===== config.mk =====
export PLATFORM = sky130hd
export DESIGN_NAME = axi4_read_arbiter
export DESIGN_NICKNAME = d
export VERILOG_FILES = /design/src/rtl/axi4_read_arbiter.sv
export SDC_FILE = /design/constraint.sdc
export NUM_CORES = 1
export LEC_CHECK = 0
export ABC_AREA = 0
export BUFFER_PORTS_ARGS = -buffer_cell sky130_fd_sc_hd__buf_2
export CAP_MARGIN = 20
export CORE_AREA = 8 8 82 84
export DETAILED_ROUTE_END_ITERATION = 10
export DIE_AREA = 0 0 90 92
export GPL_ROUTABILITY_DRIVEN = 0
export PLACE_DENSITY = 0.69
export SETUP_SLACK_MARGIN = 0.02
export SYNTH_ARGS = -nofsm -noshare
export SYNTH_HDL_FRONTEND = slang
export SYNTH_SLANG_ARGS = --single-unit

===== constraint.sdc =====
create_clock -name clk -period 1.7 [get_ports clk]
set_clock_uncertainty 0.1 [all_clocks]
set_input_delay 0.17 -clock clk [delete_from_list [all_inputs] [get_ports clk]]
set_output_delay 0.17 -clock clk [all_outputs]
set_load 0.01 [all_outputs]

===== src/rtl/axi4_read_arbiter.sv =====
// Purpose: shares one AXI4 read master (AR + R) between NUM_REQ requesters, round-robin, one burst in flight.
// Latency: AR reaches the master port one cycle after it is seen in IDLE; R beats pass through with zero added latency.
// Backpressure: m_ar_ready and the granted req_r_ready pass straight through; non-granted requesters see ready = 0.
//
// Ports:
//   clk, a_rst_n                     clock, asynchronous active-low reset
//   req_ar_* / req_r_*               per-requester AR/R channels (AR payloads packed, requester i at slice i)
//   m_ar_* / m_r_*                   shared downstream AR/R channels; m_ar_id carries the granted index
//   grant_o                          current or most recent owner
//   busy_o                           high whenever a burst is being set up or transferred
module axi4_read_arbiter #(
  parameter int NUM_REQ    = 2,
  parameter int ADDR_WIDTH = 32,
  parameter int DATA_WIDTH = 32,
  parameter int ID_WIDTH   = 4
) (
  input  logic                          clk,
  input  logic                          a_rst_n,
  // requester AR
  input  logic [NUM_REQ-1:0]            req_ar_valid,
  output logic [NUM_REQ-1:0]            req_ar_ready,
  input  logic [NUM_REQ*ADDR_WIDTH-1:0] req_ar_addr,
  input  logic [NUM_REQ*8-1:0]          req_ar_len,
  input  logic [NUM_REQ*3-1:0]          req_ar_size,
  input  logic [NUM_REQ*2-1:0]          req_ar_burst,
  // requester R
  output logic [NUM_REQ-1:0]            req_r_valid,
  input  logic [NUM_REQ-1:0]            req_r_ready,
  output logic [DATA_WIDTH-1:0]         req_r_data,
  output logic [1:0]                    req_r_resp,
  output logic                          req_r_last,
  // downstream AR
  output logic                          m_ar_valid,
  input  logic                          m_ar_ready,
  output logic [ADDR_WIDTH-1:0]         m_ar_addr,
  output logic [7:0]                    m_ar_len,
  output logic [2:0]                    m_ar_size,
  output logic [1:0]                    m_ar_burst,
  output logic [ID_WIDTH-1:0]           m_ar_id,
  // downstream R
  input  logic                          m_r_valid,
  output logic                          m_r_ready,
  input  logic [DATA_WIDTH-1:0]         m_r_data,
  input  logic [1:0]                    m_r_resp,
  input  logic                          m_r_last,
  // status
  output logic [$clog2(NUM_REQ)-1:0]    grant_o,
  output logic                          busy_o
);

  localparam int GW = $clog2(NUM_REQ);

  typedef enum logic [1:0] {
    IDLE = 2'd0,
    ADDR = 2'd1,
    DATA = 2'd2
  } state_t;

  state_t          state, state_d;
  logic [GW-1:0]   grant, grant_d;
  logic [GW-1:0]   last_grant, last_grant_d;
  logic [GW-1:0]   winner;
  logic [GW-1:0]   scan_idx;
  logic            any_vld;

  // Round-robin pick. Scanning from the far end toward last_grant+1 lets the
  // nearest valid requester overwrite farther ones, so no early exit is needed.
  always_comb begin
    winner   = last_grant;
    any_vld  = 1'b0;
    scan_idx = '0;
    for (int i = NUM_REQ; i >= 1; i--) begin
      scan_idx = GW'((int'(last_grant) + i) % NUM_REQ);
      if (req_ar_valid[scan_idx]) begin
        winner  = scan_idx;
        any_vld = 1'b1;
      end
    end
  end

  always_ff @(posedge clk or negedge a_rst_n) begin
    if (!a_rst_n) begin
      state      <= IDLE;
      grant      <= '0;
      last_grant <= GW'(NUM_REQ - 1);
    end else begin
      state      <= state_d;
      grant      <= grant_d;
      last_grant <= last_grant_d;
    end
  end

  always_comb begin
    state_d      = state;
    grant_d      = grant;
    last_grant_d = last_grant;
    case (state)
      IDLE: begin
        if (any_vld) begin
          grant_d = winner;
          state_d = ADDR;
        end
      end
      ADDR: begin
        // A requester that drops valid here keeps the grant; no re-arbitration.
        if (m_ar_valid && m_ar_ready) state_d = DATA;
      end
      DATA: begin
        if (m_r_valid && m_r_ready && m_r_last) begin
          state_d      = IDLE;
          last_grant_d = grant;
        end
      end
      default: state_d = IDLE;
    endcase
  end

  always_comb begin
    req_ar_ready = '0;
    req_r_valid  = '0;
    m_ar_valid   = 1'b0;
    m_r_ready    = 1'b0;
    m_ar_addr    = req_ar_addr[grant*ADDR_WIDTH +: ADDR_WIDTH];
    m_ar_len     = req_ar_len[grant*8 +: 8];
    m_ar_size    = req_ar_size[grant*3 +: 3];
    m_ar_burst   = req_ar_burst[grant*2 +: 2];
    // ID_WIDTH is assumed to be at least GW; upper bits are zero.
    m_ar_id          = '0;
    m_ar_id[GW-1:0]  = grant;
    case (state)
      ADDR: begin
        m_ar_valid          = req_ar_valid[grant];
        req_ar_ready[grant] = m_ar_ready;
      end
      DATA: begin
        req_r_valid[grant] = m_r_valid;
        m_r_ready          = req_r_ready[grant];
      end
      default: ;
    endcase
  end

  // R payload is broadcast; only the owner's valid is raised.
  assign req_r_data = m_r_data;
  assign req_r_resp = m_r_resp;
  assign req_r_last = m_r_last;

  assign grant_o = grant;
  assign busy_o  = (state != IDLE);

endmodule

== Word level (Yosys, flattened, before mapping) ==
Index checks and enable logic that the tools add are counted.
Cells by class
  $mul: 1
  divide/modulo/power cells: 0
  mux-type cells: 22
  magnitude comparators: 4
  bitwise gates (word level): 2
  reductions and logical operators: 9
  $add $sub $neg: 2
  eq/ne operators: 5
  shifts and indexed selects: 4
Operators with widths (number)
  variable part select 64 x 7 -> 32 bit: 1
  variable part select 16 x 5 -> 8 bit: 1
  two-way mux 1 bit: 15
  two-way mux 2 bit: 5
  less-than comparator 1 x 2 -> 1 bit (second input constant): 3
  != test 2 bit (second input constant): 3
  one-hot mux 2 bit (3 select lines): 1
  variable part select 6 x 4 -> 3 bit: 1
  bitwise AND 2 bit: 2
  logical AND 1 bit: 4
  AND reduction 2 bit: 2
  variable part select 4 x 3 -> 2 bit: 1
  multiplier 1 x 2 -> 3 bit (second input constant): 1
  AND reduction 3 bit: 1
  adder 1 bit (second input constant): 2
  == test 2 x 1 -> 1 bit (second input constant): 1
  == test 2 bit (second input constant): 1
  zero test 2 bit: 1
  nonzero test 2 bit: 1
  demux 1 bit (select 1 bit): 1
  greater-or-equal comparator 1 bit (second input constant): 1
Storage, ports and cells
  latch bits: 0
  logic and storage cells: 52
  register bits after elaboration: 4
  memories kept: 0
  memory bits (writable): 0
  ROM bits: 0
  bits of input ports: 133
  output and inout bits: 92

== Logic depth before layout (Yosys ltp) ==
Gate-level depths: netlist (run 1).
  depth in word-level cells: 7
  gate-level depth with buffers: 4
  depth with buffers taken out: 3

== Worst setup path after synthesis (run 1) ==
OpenSTA, ideal clock, no wires.
  path kind: register to register
  start point: reg grant, in the netlist grant_o
  end point: reg last_grant
  path slack: 297 ps
  setup time: 85 ps
  arrival: 1218 ps
  cell stages (with the launch flop): 5
  data required time: 1515 ps
  cell sequence: dfrtp_1 > buf_4 > mux2i_1 > nand4b_4 > mux2_1
Between the ends
  cells in the longest elaborated chain, start to end: 6
Ends and longest elaborated chain
  from (decl): line 60  | logic [GW-1:0] grant, grant_d;
  from (signal assigned): line 88  | grant <= grant_d;
  two-way mux 1 bit (not written as such) (2 in a row): line 137  | m_r_ready = req_r_ready[grant];
  two-way mux 1 bit: line 130  | case (state)
  logical AND 1 bit (2 in a row): line 109  | if (m_r_valid && m_r_ready && m_r_last) begin
  AND reduction 2 bit (no line)
  to (signal assigned): line 85  | last_grant <= GW'(NUM_REQ - 1);
  to (signal assigned): line 89  | last_grant <= last_grant_d;
  to (decl): line 61  | logic [GW-1:0] last_grant, last_grant_d;
Several ways; a longest one is shown, not always the timed one. The select of a mux whose other input is x is not followed.
A chain may end at the register's enable or synchronous reset.

== Final worst setup path (run 1) ==
  start point: reg grant, in the netlist grant_o
  end point: out m_ar_valid
Between the ends
  cells in the longest elaborated chain, start to end: 3
Ends and longest elaborated chain
  two-way mux 1 bit (not written as such) (2 in a row): line 132  | m_ar_valid = req_ar_valid[grant];
  two-way mux 1 bit: line 130
  to (decl): line 33  | output logic m_ar_valid,
No other way between the ends. The select of a mux whose other input is x is not followed.

==> results of run 1 <==
-- registers in the layout, indices dropped and copies added (netlist names) --
signal and count:
state 2, grant_o 1, last_grant 1
-- kinds of logic (layout without fill, tap and decap cells) --
logic type	count (synthesis)	after routing	share of synthesized area
DFF	4	4	0.0930
and+or+nand+nor	15	15	0.0873
muxes	48	48	0.494
buffers and inverters	47	164	0.305
AOI/OAI and AO/OA	3	3	0.0172
other	1	3	0.00344
-- layout make-up --
cell class | count | area share
clock buffer | 4 | 0.0259
inverter | 2 | 0.00432
multi-input combinational | 69 | 0.381
sequential | 4 | 0.0590
tap | 72 | 0.0518
timing repair buffer | 158 | 0.478
-- synth_stat cells (all sizes together) --
| cell type | number | area [sq um] |
|---|---|---|
| nand2b | 1 | 6.26 |
| mux2i | 2 | 20.0 |
| mux2 | 46 | 518 |
| dfstp | 1 | 26.3 |
| conb | 1 | 3.75 |
| nand4b | 1 | 23.8 |
| dfrtp | 3 | 75.1 |
| a21o | 1 | 7.51 |
| nand2 | 1 | 3.75 |
| buf | 45 | 325 |
| nor2 | 6 | 22.5 |
| nor3b | 1 | 7.51 |
| a31oi | 1 | 6.26 |
| and2b | 1 | 7.51 |
| nor2b | 1 | 6.26 |
| nand3b | 1 | 7.51 |
| inv | 2 | 7.51 |
| a21oi | 1 | 5.00 |
| nor3 | 2 | 10.0 |
-- stage by stage --
| stage | util | cell area [sq um] | setup WS, ns | hold slack (ns) |
|---|---|---|---|---|
| detailed placement | 0.309 | 1670 | 0.218 | -0.122 |
| finish | 0.322 | 1740 | 0.0678 | 0.0812 |
| floorplan | - | 1100 | 0.297 | -0.226 |
| CTS | 0.322 | 1740 | 0.0570 | 0.0870 |
| global route | 0.322 | 1740 | 0.00220 | 0.0955 |
| global placement | 0.309 | 1670 | 0.227 | -0.126 |
-- repair_timing --
action / in CTS / in global routing
buffers inserted: 2 / 0
hold buffers: 1 / 0
endpoints found under the setup margin: 32 / 1
endpoints found under the hold margin: 4 / 0
-- path summary, 6_finish.rpt --
kind / endpoint / start / slack [ns]
setup / recovery: m_ar_valid / grant_o / 0.07
hold / removal: grant_o / req_ar_valid[0] / 0.08
setup reg to reg: last_grant / grant_o / 0.24
hold reg to reg: state[0] / state[1] / 0.40
max in group asynchronous: last_grant / a_rst_n / 1.12
min in group asynchronous: state[1] / a_rst_n / 0.18
-- worst reg2reg max path, cell delays in order, from the launching register on --
cell      delay, ns
dfrtp_2        0.42
buf_4          0.15
mux2i_1        0.22
nand4b_4       0.18
mux2_1         0.32
-- routing by layer --
layer | track usage | vias to the layer above
met3 | 0.0440 | 8
met4 | 0.0291 | 0
met5 | 0 | -
li1 | - | 598
met1 | 0.102 | 549
met2 | 0.180 | 103
-- power breakdown --
part	total [mW]	internal [mW]	switching, mW
clock	0.211	0.160	0.0506
sequential	0.204	0.152	0.0525
combinational	1.69	0.921	0.769
total	2.11	1.23	0.872
==> qor.txt, run 1 <==
CP Buf/Inv Count: 2
largest net degree at the start of global routing: 27
Setup Viol. Count Final: 0
clock latency on the worst-skew pair: 0.22 ns
initial antenna violation count: 0
share of layout cells above drive strength 1: 0.878
#FFs+latches synth: 4
setup_tns: 0 ns
register area: 103 sq um
fin. max-slew vios: 0
outcome: completed
Die Ht: 92 microns
number of inserted diodes: 0
clock root cell: clkbuf_8
DRT met1 WL: 1740 microns
CP Data Required Time: 1.43 ns
cell count after synthesis: 118
VDD IR max: 0.000619 V
Starting Density: 0.202
period utilisation layout: 0.960
vias in the first global route: 1445
Max Freq: 613 MHz
family with the most delay on the worst path: flip-flops
path type of the worst setup path: register to primary output
vias: 1258
Detail Route Antenna Nets: 0
Clock Tree Buf Depth: 2
crit-path max FO: 26
Worst path slowest cell: dfrtp_2
Buffers on Ports: 153
Seq/Total Area, Yosys: 0.0930
RSZ-0062 raised after global routing: yes
Post-Syn Area: 0.00109 sq mm
WL/cell: 14.7 microns
post_cts resized: 0
Filler cells: 569
Layout area overhead: 59.6%
Clock Pin Slew Worst Setup and Hold Paths: 0.03 ns
crit-path cells: buf_12 > mux2i_1 > nor3b_1 > buf_2
most common cell after layout, fill and taps aside: buf_2
Critical Path Stages: 4
initial drt markers: 16
Startpoint Class: register
DRC Markers: 0
Worst Setup End Kind: primary output
non-filler cells, final: 309
IO Pins: 225
max incr delay on CP: 0.44 ns
H-tree levels: 1
Worst Path Arrival: 1.36 ns
multi-input logic area: 663 sq um
nets@finish: 371
DP HPWL: 4090 microns
placed cells: 302
Overflow after GRT: 0
Clock Sinks: 4
DRT Pass-1 Iters: 3
max-cap viol count: 0
Core ar.: 0.00541 sq mm
Post-Syn Area per Cell: 9.24 sq um
via/cell ratio: 4.07
final hold viol count: 0
Die W: 90 microns
power per cell area: 1210 mW/mm^2
most frequent cells in the layout: 153 x buf_2, 45 x mux2_2, 6 x nor2_1, 3 x conb_1, 3 x clkbuf_8
Yosys cell types: 21
Power Total: 2.11 mW
DR top layer: met4
Num CTS Buffers: 3
GRT Util Overall: 0.0998
Die Footprint: 0.00828 sq mm
FF-to-FF path depth: 4
Tmin final: 1.63 ns
Hold Crit Depth: 2
HP Class: input port to register
DR WL met2: 2270 microns
Yosys Warn Count: 0
CTS tree: built
Site Rows: 27
Routed met3 length: 512 microns
final WL: 4550 microns
first-pass GRT wire length: 7070 microns
Leak: 0.985 nW
Power figures use the tool's default switching activity.
==> inputs of run 2 (changes only) <==
--- a/config.mk
+++ b/config.mk
@@ -5,14 +5,14 @@
 export SDC_FILE = /design/constraint.sdc
 export NUM_CORES = 1
 export LEC_CHECK = 0
-export ABC_AREA = 0
+export ABC_AREA = 1
 export BUFFER_PORTS_ARGS = -buffer_cell sky130_fd_sc_hd__buf_2
 export CAP_MARGIN = 20
-export CORE_AREA = 8 8 82 84
+export CORE_AREA = 8 8 80 82
 export DETAILED_ROUTE_END_ITERATION = 10
-export DIE_AREA = 0 0 90 92
+export DIE_AREA = 0 0 88 90
 export GPL_ROUTABILITY_DRIVEN = 0
-export PLACE_DENSITY = 0.69
+export PLACE_DENSITY = 0.73
 export SETUP_SLACK_MARGIN = 0.02
 export SYNTH_ARGS = -nofsm -noshare
 export SYNTH_HDL_FRONTEND = slang
==> qor.txt, run 2 <==
period utilisation layout: 0.918
vias: 1660
Area after DPL: 0.00167 sq mm
CP Data Required Time: 1.43 ns
clock network fraction of total power: 0.090
Commonest cells post-synth: 151 x nand2_1, 39 x buf_4, 8 x inv_1
Yosys Warn Count: 0
DRT Pass-1 Iters: 5
placed cells: 409
Die Footprint: 0.00792 sq mm
largest net degree at the start of global routing: 54
Power Total: 2.41 mW
max reg flops: 2
outcome: completed
Setup Viol. Count Final: 0
Simple-Gate Fraction of Synth Area: 0.535
Synth Area in XOR/XNOR: 0
largest reg by FF count: state
Worst Path Arrival: 1.29 ns
fin. max-slew vios: 0
via/cell ratio: 4.01
clock root cell: clkbuf_8
mux cell area share after synthesis: 0
cell count after synthesis: 229
Site Rows: 27
Worst Setup End Kind: primary output
Post-CTS Setup Bufs: 0
Internal: 1.08 mW
final WL: 5050 microns
first-pass GRT wire length: 7820 microns
Post-Syn Area: 0.00116 sq mm
most frequent cells in the layout: 153 x buf_2, 151 x nand2_1, 8 x inv_1, 4 x nor3_1
#FFs+latches synth: 4
IO Pins: 225
post-layout instance area: 0.00173 sq mm
Starting Density: 0.221
clock latency on the worst-skew pair: 0.22 ns
Detail Route Antenna Nets: 0
power per cell area: 1390 mW/mm^2
top cells by area, synth: nand2_1 49%, buf_4 25%, dfrtp_1 6.5%
initial drt markers: 69
Num CTS Buffers: 3
Filler cells: 592
Seq/Total Area, Yosys: 0.0875
Clock Pin Slew Worst Setup and Hold Paths: 0.04 ns
max-cap viol count: 0
H-tree levels: 1
most common cell after layout, fill and taps aside: buf_2
most common cell in the synthesized netlist: nand2_1
Net Sw Frac: 0.554
compound-cell area share of the yosys netlist: 0.0130
number of inserted diodes: 0
main combinational cell family by area after synthesis: simple AND/OR/NAND/NOR gates
non-filler cells, final: 414
HP Class: input port to register
Logic pwr share: 0.835
Die Ht: 90 microns
CTS tree: built
Clock Sinks: 4
Post-synth EDFFs: 0
GRT Util Overall: 0.116
leading area contributor after synthesis: nand2_1
path type of the worst setup path: register to primary output
setup_tns: 0 ns
Leak: 1.22 nW
Post-Syn Area per Cell: 5.06 sq um
Post-synth top flop: dfrtp_1
VDD IR max: 0.000763 V
Setup WS post-layout: 0.139 ns
final core occ: 0.331
area share of fa/ha/maj cells after synthesis: 0
Overflow after GRT: 0
nets@finish: 476
DP HPWL: 4210 microns
initial antenna violation count: 0
Hold Slack: 0.128 ns
Max Freq: 641 MHz
Reg power frac: 0.075
Buffers on Ports: 153
share of flip-flops with an asynchronous set or reset: 1.00
share of layout cells above drive strength 1: 0.474
WL/cell: 12.2 microns
Layout area overhead: 49.5%
Yosys cell types: 15
pre-CTS WS: 0.339 ns
vias in the first global route: 1667
Core ar.: 0.00524 sq mm
Die W: 88 microns
DRC Markers: 0
RSZ-0062 raised after global routing: no
Tmin final: 1.56 ns
crit-path max FO: 26
Startpoint Class: register
final hold viol count: 0
NetSw: 1.33 mW
Clock Tree Buf Depth: 2
top cell type's share of synthesized area: 0.489
[run 2: power by group through the flow]
stage          Combinational [mW]  Sequential, mW  Clock, mW
3_3_place_gp                 1.99           0.181          0
5_1_grt                      2.26           0.186      0.230
6_report                     2.01           0.181      0.217
2_1_floorplan                1.40           0.177          0
4_1_cts                      2.05           0.182      0.223
3_5_place_dp                 2.04           0.181          0
[run 2: final timing paths]
kind                       depth (start not counted)  slack, ns            start            to
setup / recovery                                   5       0.14          grant_o  m_ar_addr[7]
hold / removal                                     3       0.13  req_ar_valid[1]       grant_o
setup reg to reg                                   7       0.44          grant_o      state[1]
hold reg to reg                                    2       0.37       last_grant    last_grant
max in group asynchronous                          2       1.11          a_rst_n    last_grant
min in group asynchronous                          2       0.18          a_rst_n      state[1]
[run 2: metal layers]
layer  track usage  routed length (microns)
met5             0                        0
met1         0.118                     1820
met2         0.217                     2570
met3        0.0364                      591
met4        0.0316                       71
[run 2: cell type report]
| type | count | area, sq um | area share |
|---|---|---|---|
| multi-input cells | 168 | 646 | 0.373 |
| clock buffers | 4 | 45.0 | 0.0260 |
| flip-flops and latches | 4 | 103 | 0.0592 |
| inverters | 9 | 33.8 | 0.0195 |
| repair buffers | 157 | 815 | 0.470 |
| well taps | 72 | 90.1 | 0.0520 |
[run 2: logic make-up (layout without fill, tap and decap cells)]
group | after synthesis | count (layout)
simple gates | 162 | 162
buf+inv | 59 | 170
flops | 4 | 4
compound gates | 3 | 3
other cells | 1 | 3
[run 2: critical path, stage by stage, from the launching register on]
cell,delay (ns)
dfrtp_2,0.42
inv_2,0.08
buf_4,0.27
nand2_1,0.09
nand2_1,0.07
buf_2,0.14
[run 2: what timing repair did]
item,in CTS,in global routing
hold buffers,1,0
resized for setup,0,1
hold endpoints to repair,4,0
endpoints found under the setup margin,0,1
